### src/rtl/uart_tx_feeder_pkg.sv
// rtl/uart_tx_feeder_pkg.sv - shared widths, default depth and FSM states for the uart_tx feeder
package uart_tx_feeder_pkg;

  localparam int WORD_W        = 16;
  localparam int BYTE_W        = 8;
  localparam int DEFAULT_DEPTH = 8;

  typedef enum logic [1:0] {
    ST_IDLE,
    ST_START,
    ST_WAIT_ACK,
    ST_WAIT_DONE
  } state_t;

endpackage

### src/rtl/uart_tx_feeder_if.sv
// rtl/uart_tx_feeder_if.sv - producer word handshake plus uart_tx byte handshake bundle
interface uart_tx_feeder_if #(
  parameter int CW = 4
);
  import uart_tx_feeder_pkg::*;

  logic [WORD_W-1:0] wr_data;
  logic              wr_valid;
  logic              wr_ready;
  logic [BYTE_W-1:0] tx_data;
  logic              tx_start;
  logic              tx_busy;
  logic [CW-1:0]     level;
  logic              idle;

  modport master (
    output wr_data, wr_valid, tx_busy,
    input  wr_ready, tx_data, tx_start, level, idle
  );

  modport slave (
    input  wr_data, wr_valid, tx_busy,
    output wr_ready, tx_data, tx_start, level, idle
  );

endinterface

### src/rtl/uart_tx_feeder_fifo.sv
// rtl/uart_tx_feeder_fifo.sv - circular word FIFO with registered full flag and fill level
module word_fifo #(
  parameter int DEPTH = 8,
  parameter int WIDTH = 16,
  parameter int CW    = $clog2(DEPTH) + 1
) (
  input  logic             clk,
  input  logic             rst_n,
  input  logic             push_i,
  input  logic [WIDTH-1:0] din_i,
  input  logic             pop_i,
  output logic [WIDTH-1:0] dout_o,
  output logic             full_o,
  output logic             empty_o,
  output logic [CW-1:0]    level_o
);
  localparam int AW = $clog2(DEPTH);

  logic [WIDTH-1:0] mem_q [DEPTH];
  logic [AW-1:0]    wr_ptr_q, wr_ptr_d, rd_ptr_q, rd_ptr_d;
  logic [CW-1:0]    level_q, level_d;
  logic             full_q, full_d;
  logic             do_push, do_pop;

  // Pointers are exactly AW bits wide, so the power-of-two depth makes them wrap for free.
  always_comb begin
    do_push  = push_i && !full_q;
    do_pop   = pop_i && (level_q != '0);
    wr_ptr_d = wr_ptr_q + {{(AW-1){1'b0}}, do_push};
    rd_ptr_d = rd_ptr_q + {{(AW-1){1'b0}}, do_pop};
    level_d  = level_q;
    if (do_push && !do_pop) begin
      level_d = level_q + 1'b1;
    end else if (do_pop && !do_push) begin
      level_d = level_q - 1'b1;
    end
    full_d = (level_d == CW'(DEPTH));
  end

  always_ff @(posedge clk or negedge rst_n) begin
    if (!rst_n) begin
      wr_ptr_q <= '0;
      rd_ptr_q <= '0;
      level_q  <= '0;
      full_q   <= 1'b0;
    end else begin
      wr_ptr_q <= wr_ptr_d;
      rd_ptr_q <= rd_ptr_d;
      level_q  <= level_d;
      full_q   <= full_d;
    end
  end

  always_ff @(posedge clk) begin
    if (do_push) begin
      mem_q[wr_ptr_q] <= din_i;
    end
  end

  assign dout_o  = mem_q[rd_ptr_q];
  assign full_o  = full_q;
  assign empty_o = (level_q == '0);
  assign level_o = level_q;

endmodule

### src/rtl/uart_tx_feeder.sv
// rtl/uart_tx_feeder.sv - buffers 16-bit words and hands them to uart_tx as high byte then low byte
module uart_tx_feeder
  import uart_tx_feeder_pkg::*;
#(
  parameter int DEPTH = DEFAULT_DEPTH,
  parameter int CW    = $clog2(DEPTH) + 1
) (
  input  logic              clk,
  input  logic              rst,
  uart_tx_feeder_if.slave   bus
);

  logic [1:0]        rst_sync_q;
  logic              rst_n_int;
  state_t            state_q, state_d;
  logic              byte_sel_q, byte_sel_d;
  logic [WORD_W-1:0] hold_q, hold_d;
  logic [BYTE_W-1:0] tx_data_q, tx_data_d;
  logic              pop;
  logic [WORD_W-1:0] fifo_dout;
  logic              fifo_full, fifo_empty;
  logic [CW-1:0]     fifo_level;

  // Reset asserts immediately but releases two clocks later, aligned to clk.
  always_ff @(posedge clk or negedge rst) begin
    if (!rst) begin
      rst_sync_q <= 2'b00;
    end else begin
      rst_sync_q <= {rst_sync_q[0], 1'b1};
    end
  end

  assign rst_n_int = rst_sync_q[1];

  word_fifo #(
    .DEPTH (DEPTH),
    .WIDTH (WORD_W),
    .CW    (CW)
  ) u_fifo (
    .clk     (clk),
    .rst_n   (rst_n_int),
    .push_i  (bus.wr_valid),
    .din_i   (bus.wr_data),
    .pop_i   (pop),
    .dout_o  (fifo_dout),
    .full_o  (fifo_full),
    .empty_o (fifo_empty),
    .level_o (fifo_level)
  );

  always_ff @(posedge clk or negedge rst_n_int) begin
    if (!rst_n_int) begin
      state_q    <= ST_IDLE;
      byte_sel_q <= 1'b0;
      hold_q     <= '0;
      tx_data_q  <= '0;
    end else begin
      state_q    <= state_d;
      byte_sel_q <= byte_sel_d;
      hold_q     <= hold_d;
      tx_data_q  <= tx_data_d;
    end
  end

  always_comb begin
    state_d    = state_q;
    byte_sel_d = byte_sel_q;
    hold_d     = hold_q;
    tx_data_d  = tx_data_q;
    unique case (state_q)
      ST_IDLE: begin
        if (pop) begin
          hold_d     = fifo_dout;
          byte_sel_d = 1'b0;
          tx_data_d  = fifo_dout[WORD_W-1:BYTE_W];
          state_d    = ST_START;
        end
      end
      ST_START: begin
        state_d = ST_WAIT_ACK;
      end
      ST_WAIT_ACK: begin
        if (bus.tx_busy) begin
          state_d = ST_WAIT_DONE;
        end
      end
      ST_WAIT_DONE: begin
        if (!bus.tx_busy) begin
          if (!byte_sel_q) begin
            byte_sel_d = 1'b1;
            tx_data_d  = hold_q[BYTE_W-1:0];
            state_d    = ST_START;
          end else begin
            state_d = ST_IDLE;
          end
        end
      end
      default: state_d = ST_IDLE;
    endcase
  end

  // A leftover busy from a byte launched before reset holds off the next launch.
  always_comb begin
    pop          = (state_q == ST_IDLE) && !fifo_empty && !bus.tx_busy;
    bus.tx_start = (state_q == ST_START);
    bus.idle     = fifo_empty && (state_q == ST_IDLE) && !bus.tx_busy;
    bus.wr_ready = !fifo_full;
    bus.tx_data  = tx_data_q;
    bus.level    = fifo_level;
  end

endmodule

### src/flat_wrapper.sv
// flat-port wrapper written by rule: the top's interface ports become plain ports
module uart_tx_feeder_flat import uart_tx_feeder_pkg::*;
#(
  parameter int DEPTH = DEFAULT_DEPTH,
  parameter int CW    = $clog2(DEPTH) + 1
)
  (clk, rst, bus_wr_data, bus_wr_valid, bus_tx_busy, bus_wr_ready, bus_tx_data, bus_tx_start, bus_level, bus_idle);
  uart_tx_feeder_if #(.CW(CW)) bus_i ();
  input  logic clk;
  input  logic rst;
  input wire logic [$bits(bus_i.wr_data)-1:0] bus_wr_data;
  input wire logic [$bits(bus_i.wr_valid)-1:0] bus_wr_valid;
  input wire logic [$bits(bus_i.tx_busy)-1:0] bus_tx_busy;
  output wire logic [$bits(bus_i.wr_ready)-1:0] bus_wr_ready;
  output wire logic [$bits(bus_i.tx_data)-1:0] bus_tx_data;
  output wire logic [$bits(bus_i.tx_start)-1:0] bus_tx_start;
  output wire logic [$bits(bus_i.level)-1:0] bus_level;
  output wire logic [$bits(bus_i.idle)-1:0] bus_idle;
  assign bus_i.wr_data = bus_wr_data;
  assign bus_i.wr_valid = bus_wr_valid;
  assign bus_i.tx_busy = bus_tx_busy;
  assign bus_wr_ready = bus_i.wr_ready;
  assign bus_tx_data = bus_i.tx_data;
  assign bus_tx_start = bus_i.tx_start;
  assign bus_level = bus_i.level;
  assign bus_idle = bus_i.idle;
  uart_tx_feeder #(.DEPTH(DEPTH), .CW(CW)) u_core (.clk(clk), .rst(rst), .bus(bus_i));
endmodule
### config.mk
export PLATFORM = sky130hd
export DESIGN_NAME = uart_tx_feeder_flat
export DESIGN_NICKNAME = d
export VERILOG_FILES = /design/src/rtl/uart_tx_feeder_pkg.sv /design/src/rtl/uart_tx_feeder_if.sv /design/src/rtl/uart_tx_feeder_fifo.sv /design/src/rtl/uart_tx_feeder.sv /design/src/flat_wrapper.sv
export SDC_FILE = /design/constraint.sdc
export NUM_CORES = 1
export LEC_CHECK = 0
export CORE_UTILIZATION = 35
export CTS_CLUSTER_DIAMETER = 80
export DETAILED_ROUTE_END_ITERATION = 6
export DONT_BUFFER_PORTS = 1
export PLACE_DENSITY_LB_ADDON = 0.25
export SYNTH_ARGS = -nofsm -noshare
export SYNTH_HDL_FRONTEND = slang
export SYNTH_HIERARCHICAL = 1
export SYNTH_SLANG_ARGS = --single-unit
### constraint.sdc
create_clock -name clk -period 3.3 [get_ports clk]
set_clock_uncertainty 0.1 [all_clocks]
set_input_delay 0.33 -clock clk [delete_from_list [all_inputs] [get_ports clk]]
set_output_delay 0.33 -clock clk [all_outputs]
set_load 0.05 [all_outputs]
==> qor.csv <==
stage,metric,value,unit
run_status,outcome,"finished, final reports clean",
placed_design,gp_congestion,0.7118,
clocking,ctsHtreeMaxLevel,4,
worst_setup_path,arrival,2.11,ns
synthesis,synth.avg_cell_area,20.55,um2
timing,hold_viol,0,
routing,dr.pass1.iters,4,
timing,tightest_slew,0.7287,ns
worst_setup_path,path_buf_inv,3,
clocking,clk_transition_reported_paths,0.06,ns
worst_setup_path,cp-startpoint,u_core/u_fifo/level_o[0],
grt,grt_max_degree,34,
routing,drc,0,
die,fp.dieH,137.1,um
synthesis,synth_top_area_share,60.14,%
die,rows,49,
routing,via_per_inst,4.965,
grt,grt_pass1_vias,3028,
placed_design,port_buffers,0,
timing,period_needed,2.543,ns
synthesis,netlist_area,0.006391,mm2
timing,fin_setup_tns,0,ns
power,ir_worst_vdd,0.6875,mV
placed_design,place_hpwl,7.084,mm
power,power.density,938.8,mW/mm2
clocking,cts_buffers,17,
worst_setup_path,crit_fanout,6,
finish,synthToLayoutAreaGrowth,17.58,%
synthesis,ys_top_cells_by_area,"edfxtp_1, dfrtp_1, mux4_2",
worst_setup_path,critPathKind,reg -> out,
synthesis,synth-seq-area-share,72.67,%
synthesis,synth_edf_count,128,
finish,drive_gt1_share,36.91,%
routing,wire_per_inst,20.42,um
clocking,post-cts-setup-buffers,0,
synthesis,synth_ff_type,edfxtp_1,
grt,antenna_found_initial,0,
worst_setup_path,crit_family,simple AND/OR/NAND/NOR gates,
synthesis,synth_cell_type_count,41,
worst_setup_path,crit_end,bus_idle,
worst_setup_path,slowest_stage,or3b_4,
worst_setup_path,cp.depth,6,
worst_setup_path,cp_slowest_stage_delay,0.39,ns
finish,multi_input_area,0.001672,mm2
finish,fin_nets,381,
clocking,cts_tree,built,
routing,ant_nets,0,
timing,rsz0062_at_grt,no,
clocking,clk_latency,0.43,ns
finish,final_util,41.98,%
clocking,cts-root-buf,clkbuf_16,
die,dieArea,0.01880,mm2
synthesis,yosys.area.top_type,edfxtp_1,
routing,num_vias,2939,
grt,grt_pass1_wl,18.62,mm
finish,n_antenna_cell,0,
synthesis,async_reset_ff_share,20.00,%
timing,max_slew_margin,51.42,%
synthesis,synth-seq-cells,160,
finish,area.sequential,0.004646,mm2
timing,finalSetupViolations,0,
timing,clock.fmax,0.3933,GHz
routing,wl,12.09,mm
die,die_w,137.1,um
worst_setup_path,reg2reg_depth,10,
die,core,0.01790,mm2
worst_setup_path,r2r_slack,0.85,ns
clocking,cts_buffer_depth,2,
worst_setup_path,rr_startpoint,u_core/u_fifo/level_o[0],
worst_setup_path,r2r-end,u_core/u_fifo/full_o,
synthesis,yosysWarnings,6,
clocking,clock_sinks,160,
worst_setup_path,cp-end-kind,output port,
routing,drtIter0Drc,194,
synthesis,post_synth_most_frequent_cells,"edfxtp_1, mux2_2, dfrtp_1, mux4_2, ha_1",
synthesis,yosysMostFrequentCell,edfxtp_1,
timing,min_period_over_period,77.05,%
timing,slew_violations,0,
synthesis,syn_nets,342,
die,ios,35,
die,start_util,35.70,%
worst_hold_path,hp-class,in -> reg,
worst_setup_path,critPathRequiredTime,2.87,ns
grt,grt-ovfl-total,0,
synthesis,syn_inst,311,
worst_setup_path,start_kind,flip-flop,
finish,fillCellCount,1577,
grt,track_usage,14.63,%
flow_run,maxCapViolations,0,
power,p_leak,0.002579,uW
worst_setup_path,worstPathCellList,"buf_4, inv_1, ha_1, or3b_4, inv_1, and3b_2",
worst_setup_path,crit_top_cell,inv_1,
-- where the power goes --
part           internal [uW]  switching (uW)
Sequential              2630             537
Combinational           1020             929
Clock                   1130             812
Total                   4780            2280
-- kinds of logic after synthesis --
kind of cell | count (synthesis) | share of synthesized area (%)
flops | 160 | 72.67
fa+ha+maj | 11 | 2.153
simple gates | 24 | 2.428
buf+inv | 22 | 1.585
mux | 73 | 18.50
other cells | 1 | 0.05868
xor+xnor | 6 | 0.8224
compound gates | 14 | 1.782
-- registers in the layout, summed over array words and instances (netlist names) --
signal	cells
u_core/u_fifo/mem_q	128
u_core/bus.tx_data	8
u_core/hold_q	8
u_core/u_fifo/level_o	4
u_core/u_fifo/rd_ptr_q	3
u_core/u_fifo/wr_ptr_q	3
u_core/rst_sync_q	2
u_core/state_q	2
u_core/byte_sel_q	1
u_core/u_fifo/full_o	1
-- metrics by stage --
stage	instance area (um2)	setup slack [ns]	std cells	hold WS, ns	power, uW
finish	7515	0.7573	592	0.02607	7055
detailed placement	6758	0.8148	543	-0.06554	5182
CTS	7515	0.7253	592	0.008004	7162
global route	7515	0.6437	592	0.01925	7430
floorplan	6391	0.5451	311	-0.06559	4645
global placement	6758	0.8204	543	-0.06555	5136
-- worst min-delay path by stage --
stage	slack, ns	start	endpoint	cells past startpoint
CTS	0.008	bus_tx_busy	u_core/byte_sel_q	2
detailed placement	-0.07	rst	u_core/rst_sync_q[1]	0
finish	0.03	bus_tx_busy	u_core/byte_sel_q	2
global placement	-0.07	rst	u_core/rst_sync_q[1]	0
global route	0.02	rst	u_core/rst_sync_q[0]	1
floorplan	-0.07	rst	u_core/rst_sync_q[0]	0
-- area by class of cell --
cell class	instances	share of cell area, %
flip-flops and latches	160	61.82
clock inverters	14	2.098
clock buffers	18	5.711
repair buffers	33	3.863
well taps	229	3.813
multi-input cells	129	22.24
inverters	9	0.4496
-- layout by cell type (no fill, tap or decap), types with 4 or more instances in the layout --
cell,count
buf_4,16
dlygate4sd3_1,17
mux4_2,32
edfxtp_1,128
ha_1,11
nor3_2,4
inv_1,9
nor2_1,4
mux2_2,40
clkinvlp_4,4
clkbuf_16,17
dfrtp_1,31
-- what timing repair did --
item	in CTS	in global routing
gates resized for setup	0	0
endpoints found under the hold margin	130	0
hold buffers	17	0
-- metal layers --
layer	vias to the layer above	track usage [%]	wire [um]	part of all wire, %
met3	15	4.889	503	4.2
met4	0	5.800	185	1.5
li1	1330	-	-	-
met5	-	0	0	0
met2	50	23.63	5998	50
met1	1544	18.05	5400	45
No activity file was read; power rests on OpenSTA's default activity.
